`src/rtl/mux_scan_pkg.sv`:
```
// Shared constants and helpers for the mux_scan channel multiplexer.
package mux_scan_pkg;

    localparam logic MODE_MANUAL = 1'b0;
    localparam logic MODE_SCAN   = 1'b1;

    function automatic int clog2(input int n);
        int r;
        r = 0;
        for (int v = n - 1; v > 0; v = v >> 1) begin
            r++;
        end
        return r;
    endfunction

endpackage

```
`src/rtl/mux_scan_scan_ptr.sv`:
```
// scan_ptr: channel pointer with dwell counter; strobes adv_o on the edge that moves to the next channel.
module scan_ptr
    import mux_scan_pkg::*;
#(
    parameter int  CH    = 4,
    parameter int  DWELL = 1,
    localparam int SLW   = clog2(CH)
) (
    input  logic           clk_i,
    input  logic           rst_i,
    input  logic           load_i,
    input  logic [SLW-1:0] load_val_i,
    input  logic           clear_i,
    input  logic           step_i,
    output logic [SLW-1:0] ptr_o,
    output logic           adv_o
);
    // A one-cycle dwell still needs a 1-bit counter that is always at its last value.
    localparam int             DCW      = (DWELL > 1) ? clog2(DWELL) : 1;
    localparam logic [DCW-1:0] DC_LAST  = DCW'(DWELL - 1);
    localparam logic [SLW-1:0] PTR_LAST = SLW'(CH - 1);

    logic [SLW-1:0] ptr_q, ptr_d;
    logic [DCW-1:0] dc_q, dc_d;

    assign adv_o = step_i && (dc_q == DC_LAST);
    assign ptr_o = ptr_q;

    always_comb begin
        ptr_d = ptr_q;
        dc_d  = dc_q;
        if (load_i) begin
            ptr_d = load_val_i;
            dc_d  = '0;
        end else if (clear_i) begin
            dc_d = '0;
        end else if (step_i) begin
            if (dc_q == DC_LAST) begin
                dc_d  = '0;
                ptr_d = (ptr_q == PTR_LAST) ? '0 : ptr_q + SLW'(1);
            end else begin
                dc_d = dc_q + DCW'(1);
            end
        end
    end

    always_ff @(posedge clk_i or posedge rst_i) begin
        if (rst_i) begin
            ptr_q <= '0;
            dc_q  <= '0;
        end else begin
            ptr_q <= ptr_d;
            dc_q  <= dc_d;
        end
    end

endmodule

```
`src/rtl/mux_scan.sv`:
```
// mux_scan: registered CH-way mux, either manually selected or scanned with a per-channel dwell.
module mux_scan
    import mux_scan_pkg::*;
#(
    parameter int  CH    = 4,
    parameter int  W     = 1,
    parameter int  DWELL = 1,
    localparam int SLW   = clog2(CH)
) (
    input  logic              CLK,
    input  logic              RST,
    input  logic [CH*W-1:0]   IN,
    input  logic [SLW-1:0]    SL,
    input  logic              MODE,
    input  logic              EN,
    output logic [W-1:0]      OUT,
    output logic [SLW-1:0]    CH_OUT,
    output logic              VLD
);
    localparam logic [SLW:0] CH_LIM = (SLW + 1)'(CH);

    logic           prev_mode_q;
    logic [W-1:0]   out_q, out_d;
    logic [SLW-1:0] ch_out_q, ch_out_d;
    logic           vld_q, vld_d;
    logic           scan_entry, scan_run;
    logic [SLW-1:0] ptr, sel_idx, entry_ptr;
    logic           adv;
    logic [W-1:0]   sel_data;

    assign scan_entry = (MODE == MODE_SCAN) && (prev_mode_q == MODE_MANUAL);
    assign scan_run   = (MODE == MODE_SCAN) && (prev_mode_q == MODE_SCAN);
    // Out-of-range start channels begin the scan at channel 0.
    assign entry_ptr  = ({1'b0, SL} < CH_LIM) ? SL : '0;

    scan_ptr #(
        .CH    (CH),
        .DWELL (DWELL)
    ) u_scan_ptr (
        .clk_i      (CLK),
        .rst_i      (RST),
        .load_i     (scan_entry),
        .load_val_i (entry_ptr),
        .clear_i    (MODE == MODE_MANUAL),
        .step_i     (scan_run && EN),
        .ptr_o      (ptr),
        .adv_o      (adv)
    );

    assign sel_idx = scan_run ? ptr : SL;

    // Indices with no matching channel leave sel_data at zero.
    always_comb begin
        sel_data = '0;
        for (int k = 0; k < CH; k++) begin
            if (sel_idx == SLW'(k)) begin
                sel_data = IN[k*W +: W];
            end
        end
    end

    always_comb begin
        out_d    = sel_data;
        ch_out_d = sel_idx;
        vld_d    = 1'b0;
        if (MODE == MODE_MANUAL) begin
            vld_d = 1'b1;
        end else if (scan_run) begin
            vld_d = adv;
        end
    end

    always_ff @(posedge CLK or posedge RST) begin
        if (RST) begin
            prev_mode_q <= MODE_MANUAL;
            out_q       <= '0;
            ch_out_q    <= '0;
            vld_q       <= 1'b0;
        end else begin
            prev_mode_q <= MODE;
            out_q       <= out_d;
            ch_out_q    <= ch_out_d;
            vld_q       <= vld_d;
        end
    end

    assign OUT    = out_q;
    assign CH_OUT = ch_out_q;
    assign VLD    = vld_q;

endmodule

```
`config.mk`:
```
export PLATFORM = sky130hd
export DESIGN_NAME = mux_scan
export DESIGN_NICKNAME = d
export VERILOG_FILES = /design/src/rtl/mux_scan_pkg.sv /design/src/rtl/mux_scan_scan_ptr.sv /design/src/rtl/mux_scan.sv
export SDC_FILE = /design/constraint.sdc
export NUM_CORES = 1
export LEC_CHECK = 0
export CORE_AREA = 2 2 39 41
export CTS_CLUSTER_SIZE = 25
export DETAILED_ROUTE_END_ITERATION = 8
export DIE_AREA = 0 0 41 43
export PLACE_DENSITY = 0.58
export SLEW_MARGIN = 25
export SYNTH_ARGS = -nofsm -noshare
export SYNTH_HDL_FRONTEND = slang
export SYNTH_HIERARCHICAL = 1
export SYNTH_SLANG_ARGS = --single-unit
```
`constraint.sdc`:
```
create_clock -name CLK -period 1.3 [get_ports CLK]
set_input_delay 0.13 -clock CLK [delete_from_list [all_inputs] [get_ports CLK]]
set_output_delay 0.13 -clock CLK [all_outputs]
set_load 0.05 [all_outputs]
```
==> impl_metrics.tcl <==
set metrics [dict create \
    reg2reg_depth 3 \
    synth_area_per_cell_um2 10.11 \
    crit_type "flip-flop to flip-flop" \
    r2r-end "OUT$_DFF_PP0_" \
    placed_cells 70 \
    rows 14 \
    grt_overflow 0 \
    track_usage 0.1162 \
    post-place-ws_ps -299.9 \
    crit_slowest_cell "dfrtp_2" \
    syn-cell-area_um2 394.1 \
    slew_headroom 0.8130 \
    io_pins 14 \
    dpl_cell_area_um2 595.6 \
    status "complete, no violations" \
    wire_per_inst_um 10.54 \
    postCtsHoldBufs 0 \
    coreArea_mm2 0.001384 \
    cts_made_buffers 3 \
    die_x_um 41 \
    p_leak_nw 0.2956 \
    cts_tree "built" \
    via_count 354 \
    gp_congestion 0.7320 \
    crit_path_end_kind "flip-flop" \
    finalCritPeriodShare 0.9842 \
    r2r_slack_ps 20 \
    die_area_mm2 0.001763 \
    rsz0062_at_grt "true" \
    timing.fmax_ghz 0.7816 \
    grt_pass1_vias 363 \
    instances_no_fill 76 \
    setup_viol 0 \
    synth.distinct_cells 22 \
    crit_fanout 7 \
    start_util 0.2848 \
    cp_slowest_stage_delay_ps 440 \
    path_buf_inv 0 \
    ys_warn_count 6 \
    clkTransAtPathRegs_ps 60 \
    dp_hpwl_um 635.5 \
    layout_setup_ws_ps 20.59 \
    worstPathArrival_ps 1410 \
    drt_iter0_markers 8 \
    r2r-start "prev_mode_q$_DFF_PP0_" \
    routed_wl_um 801 \
    via_per_inst 4.658 \
    finalPower_mw 0.6844 \
    start_kind "flip-flop" \
    h-tree-depth 1 \
    fp.dieH_um 43 \
    antenna_found_initial 0 \
    p_per_area_mw_per_mm2 1075 \
    firstDrtPassIters 4 \
    path_delay_family "flip-flops" \
    design_area_um2 636.9 \
    areaGrowthSynthToFinish_pct 61.59 \
    ant_nets 0 \
    synth.net_count 50 \
    vdd_drop_max_uv 539.3 \
    cts.sinks 7 \
    clk_latency_ps 250 \
    nets 72 \
    post-route-drc-count 0 \
    root_buffer "clkbuf_4" \
    maxSlewViolCount 0 \
    fin_skew_ps 4.733 \
    grt_first_pass_wirelength_um 1352 \
    cap_violations 0 \
    seq_area_frac_synth 0.4444 \
    syn_inst 39 \
    hold_viol_final 0 \
    clockBufferDepth 2 \
    tightestPinTransition_ps 280.5 \
    min_path_type "input pin to async pin" \
    n_antenna_cell 0 \
    cp_cell_sequence "and3_4, or2_4, o32a_1" \
    critical_path_required_ps 1430 \
    layout-drive-gt1-share 0.3167 \
    tns_ps 0 \
    ys_seq_elements 7 \
    grt_max_degree 11 \
    finalCriticalPeriod_ps 1279 \
    io_buffer_count 13 \
]
==> synth_stat cells, drive strengths merged <==
cell    instances  area [um2]
nand4           1       6.260
nor2            2       7.510
inv             3       11.26
nor2b           1       13.76
o221ai          1       8.760
a21bo           1       10.01
dfrtp           7       175.2
nand2           6       22.52
o21ai           2       10.01
nand3           1       5.000
mux2i           2       20.02
a21boi          2       15.02
o32a            1       10.01
or2             1       8.760
ha              1       12.51
buf             2       18.77
and3            4       31.28
and2            1       7.510
==> cell families (layout without fill, tap and decap cells) <==
family | after synthesis | in the layout | synth area share
and+or+nand+nor | 17 | 17 | 0.2603
AOI/OAI and AO/OA | 7 | 7 | 0.1365
DFF | 7 | 7 | 0.4444
buffers and inverters | 5 | 26 | 0.07619
muxes | 2 | 2 | 0.05080
adders and majority gates | 1 | 1 | 0.03174
==> metal layers <==
layer,vias up,GRT usage,share of wire
li1,177,-,-
met1,164,0.1246,0.40
met2,13,0.1938,0.50
met3,0,0.04712,0.092
met4,0,0.04000,0
met5,-,0,0
==> worst reg2reg max path, delay by kind of cell (launching register included) <==
kind	cells	cell delay [ps]
flops	1	440
compound gates	1	320
simple gates	2	400
==> placed cells by master (no fill, tap or decap) <==
master	synthesis	layout
a21bo_1	1	1
a21boi_0	1	1
a21boi_1	1	1
and2_2	1	1
and3_1	2	2
and3_2	1	1
and3_4	1	1
buf_12	0	4
buf_4	1	6
clkbuf_1	0	1
clkbuf_4	0	3
clkdlybuf4s50_1	0	8
dfrtp_1	7	6
dfrtp_2	0	1
dlygate4sd2_1	0	1
ha_1	1	1
inv_1	3	3
mux2i_1	2	2
nand2_1	6	6
nand3_1	1	1
nand4_1	1	1
nor2_1	2	2
nor2b_4	1	1
o21ai_1	2	2
o221ai_1	1	1
o32a_1	1	1
or2_4	1	1
==> sequential cells by signal, indices dropped and copies added (netlist names) <==
| signal | flops |
|---|---|
| CH_OUT | 2 |
| u_scan_ptr/ptr_o | 2 |
| OUT | 1 |
| VLD | 1 |
| prev_mode_q | 1 |
==> where the power goes <==
group	switching (mW)	internal [mW]
Clock	0.0813	0.117
Sequential	0.0213	0.243
Combinational	0.0988	0.123
Total	0.201	0.483
==> per-stage QoR <==
step	util	hold WS [ps]
after floorplan	-	-128.8
after global placement	0.4304	359.6
after detailed placement	0.4304	352.1
after CTS	0.4602	87.34
after global routing	0.4602	106.7
final	0.4602	82.43
==> how the worst max path moves through the flow <==
stage,slack [ps],end,cells past startpoint,start
finish,20,OUT$_DFF_PP0_,3,prev_mode_q$_DFF_PP0_
global route,-3,OUT$_DFF_PP0_,3,prev_mode_q$_DFF_PP0_
CTS,20,OUT$_DFF_PP0_,3,prev_mode_q$_DFF_PP0_
detailed placement,-300,OUT$_DFF_PP0_,4,MODE
global placement,-290,OUT$_DFF_PP0_,4,MODE
floorplan,4,OUT$_DFF_PP0_,4,prev_mode_q$_DFF_PP0_
==> repair_timing <==
action                     CTS  global route
resized for setup            2             0
setup endpoints to repair    3             1
setup buffers                2             0
pin swaps                    0             2
==> final cells by class <==
class                           instances  area (um2)
Fill cell                             137       747.0
Timing Repair Buffer                   19       214.0
Multi-Input combinational cell         27       188.9
Sequential cell                         7       176.4
Clock buffer                            4       26.28
Tap cell                               16       20.02
Inverter                                3       11.26
No activity file was read; power rests on OpenSTA's default activity.
==> variant (same settings) <==
`CH` is set to 4 in 2 places; all go to 2.
--- a/src/rtl/mux_scan_scan_ptr.sv
+++ b/src/rtl/mux_scan_scan_ptr.sv
@@ -4,3 +4,3 @@
 #(
-    parameter int  CH    = 4,
+    parameter int  CH    = 2,
     parameter int  DWELL = 1,
--- a/src/rtl/mux_scan.sv
+++ b/src/rtl/mux_scan.sv
@@ -4,3 +4,3 @@
 #(
-    parameter int  CH    = 4,
+    parameter int  CH    = 2,
     parameter int  W     = 1,
Interface: changed (resized CH_OUT, IN and SL); port bits go from 14 to 10. The function was not compared with the original's and may differ.
==> variant against the unedited design <==
  * Maximum frequency rose by 3.1%
  * Count of clock-buffer cells in the layout did not move
  * Critical path depth rose by 1
  * Via count fell by 47%
  * Clock power fell by 10%
  * Setup slack improved by 39 ps
  * Cell area fell by 36%
  * Synthesized area fell by 42%
  * Routed wire length fell by 50%
  * Total power fell by 30%
  * Sequential cell count fell by 2
==> variant: results (changes against the unedited design) <==
- The total negative slack for setup checks came to 0 ps (unchanged).
- The static leakage power is 0.190 nW (-36%).
* Skew-Pair Late Insertion Delay: approximately 240 ps
- The slowest stage of the critical path belongs to the cell sky130_fd_sc_hd__clkdlybuf4s50_1.
* DP Wirelength: 319 µm (-50%)
- Share of layout cells above drive strength 1: 32.4% (+0.69 points)
- Number of global-route vias before repair: 174 (-52%)
- The distinct cell type count after synthesis was 11 (-50%).
- Port Buffer Count: 9 (-4)
- The largest fanout of any net on the critical path came to 4 (-3).
- The run finished with clean final reports.
- In this run the critical register-to-register path is captured at OUT$_DFF_PP0_.
- Sorting the synthesized cells by area gives the leading types as sky130_fd_sc_hd__dfrtp_1 (55%), sky130_fd_sc_hd__mux2_4 (13%), sky130_fd_sc_hd__inv_1 (4.9%), sky130_fd_sc_hd__nand2_1 (4.9%), sky130_fd_sc_hd__a221o_1 (4.4%).
* Nets in the synthesized netlist: 27 (-46%)
- The worst path arrival time came to 1360 ps (-50 ps).
- Global-route wire length before repair: 641 µm (-53%)
- Worst vdd rail ir drop: 0.291 mV (-46%)
- The antenna cell count came to 0 (unchanged).
- Depth of the worst register-to-register path: 3 (unchanged)
- The aggregate routed wire length was 401 µm (-50%).
- Number of levels the H-tree was split into: 1 (unchanged)
- Ranked by instance count, the synthesized netlist is headed by sky130_fd_sc_hd__dfrtp_1 (5), sky130_fd_sc_hd__inv_1 (3), sky130_fd_sc_hd__nand2_1 (3), sky130_fd_sc_hd__mux2_4 (2).
- The tightest slew margin relative to the limit is 83.9% (+2.6 points).
* Warnings, synthesis: 6 (unchanged)
- The post-synthesis async set-or-reset flop share is 100% (unchanged).
- The sequential element share of the synthesized area came to 54.6% (+10 points).
- Total routing resource utilization after global routing: 5.75% (-5.9 points)
- The initial antenna violation count was 0 (unchanged).
- Clock tree synthesis selected as its root buffer the cell sky130_fd_sc_hd__clkbuf_4.
- The post-route clock skew was 0.765 ps (-3.97 ps).
- Final nets: 42 (-42%)
- On the critical path the largest part of the delay comes from buffers and inverters.
- Largest stage delay on the critical path: 520 ps (+80 ps)
- The clock-pin transition on the worst setup and hold timing paths came to 40 ps (-20 ps).
- Critical path startpoint: MODE
* Worst R2R Start: prev_mode_q$_DFF_PP0_
- The min-delay analysis places its worst path in the category input pin to async pin.
* Worst setup slack for register-to-register paths: 60 ps (+40 ps)
- The largest net degree at the start of global routing is 5 (-6).
- The CTS buffer count was 3 (unchanged).
* Clock Tree Buf Depth: 2 (unchanged)
* Number of optimization iterations in the first detailed-route pass: 4 (unchanged)
* Placer congestion estimate: 0.602 (-18%)
- The via count of the routed design was 186 (-47%).
- The DRC violation total after the first TritonRoute iteration was 4 (-4).
- Setup slack at placement: -204 ps (+95.5 ps)
-- variant: cell types whose count changed after synthesis, sizes merged, moves of 2 or more --
cell,change
a21boi,-2
and3,-3
mux2,+2
nand2,-3
o21ai,-2
mux2i,-2
dfrtp,-2
-- variant: what timing repair did --
action                     in CTS  in global routing
setup buffers                   0                  0
resized for setup               0                  1
setup endpoints to repair       0                  1
-- variant: power by group --
| group | leakage, nW | switching (mW) | internal [mW] |
|---|---|---|---|
| registers | 0.0589 | 0.0122 | 0.171 |
| clock network | 0.0150 | 0.0631 | 0.116 |
| logic | 0.116 | 0.0505 | 0.0699 |
-- variant: kinds of logic (layout without fill, tap and decap cells) --
| group | Yosys count | in the layout | share of synthesized area [%] |
|---|---|---|---|
| AOI/OAI and AO/OA | 1 | 1 | 4.37 |
| buffers and inverters | 4 | 18 | 8.20 |
| DFF | 5 | 5 | 54.6 |
| muxes | 2 | 2 | 13.1 |
| and+or+nand+nor | 8 | 8 | 19.7 |
-- variant: how the worst max path moves through the flow --
stage / endpoint / slack [ps] / cells after the start
2_1_floorplan: OUT$_DFF_PP0_ / 130 / 3
3_3_place_gp: u_scan_ptr/ptr_o$_DFFE_PP0P_ / -150 / 4
3_5_place_dp: u_scan_ptr/ptr_o$_DFFE_PP0P_ / -200 / 4
4_1_cts: u_scan_ptr/ptr_o$_DFFE_PP0P_ / 30 / 4
5_1_grt: OUT$_DFF_PP0_ / 6 / 3
6_report: u_scan_ptr/ptr_o$_DFFE_PP0P_ / 60 / 4
-- variant: metal layers --
metal  vias up  track usage (%)  part of all wire [%]
met1        82             5.88                    39
li1         93                -                     -
met3         2                0                   6.0
met4         0             8.00                   3.7
met5         -                0                     0
met2         9             8.44                    51
-- variant: worst reg2reg max path: cells and delay by family, from the launching register on --
family           cells  cell delay (ps)
flip-flops           1              410
multiplexers         2              610
AND/OR/NAND/NOR      1              100
-- variant: area by class of cell --
cell class                 count  area [µm²]
fill                         146         977
timing repair buffer          11         135
sequential                     5         125
multi-input combinational     11        88.8
clock buffer                   4        26.3
tap                           16        20.0
inverter                       3        11.3
-- variant: stage by stage --
step | area, µm² | total power, mW | hold WS [ps] | instances
2_1_floorplan | 229 | 0.239 | -141 | 20
3_3_place_gp | 377 | 0.303 | 307 | 46
3_5_place_dp | 377 | 0.306 | 317 | 46
4_1_cts | 403 | 0.489 | 56.9 | 50
5_1_grt | 407 | 0.504 | 70.6 | 50
6_report | 407 | 0.482 | 59.0 | 50
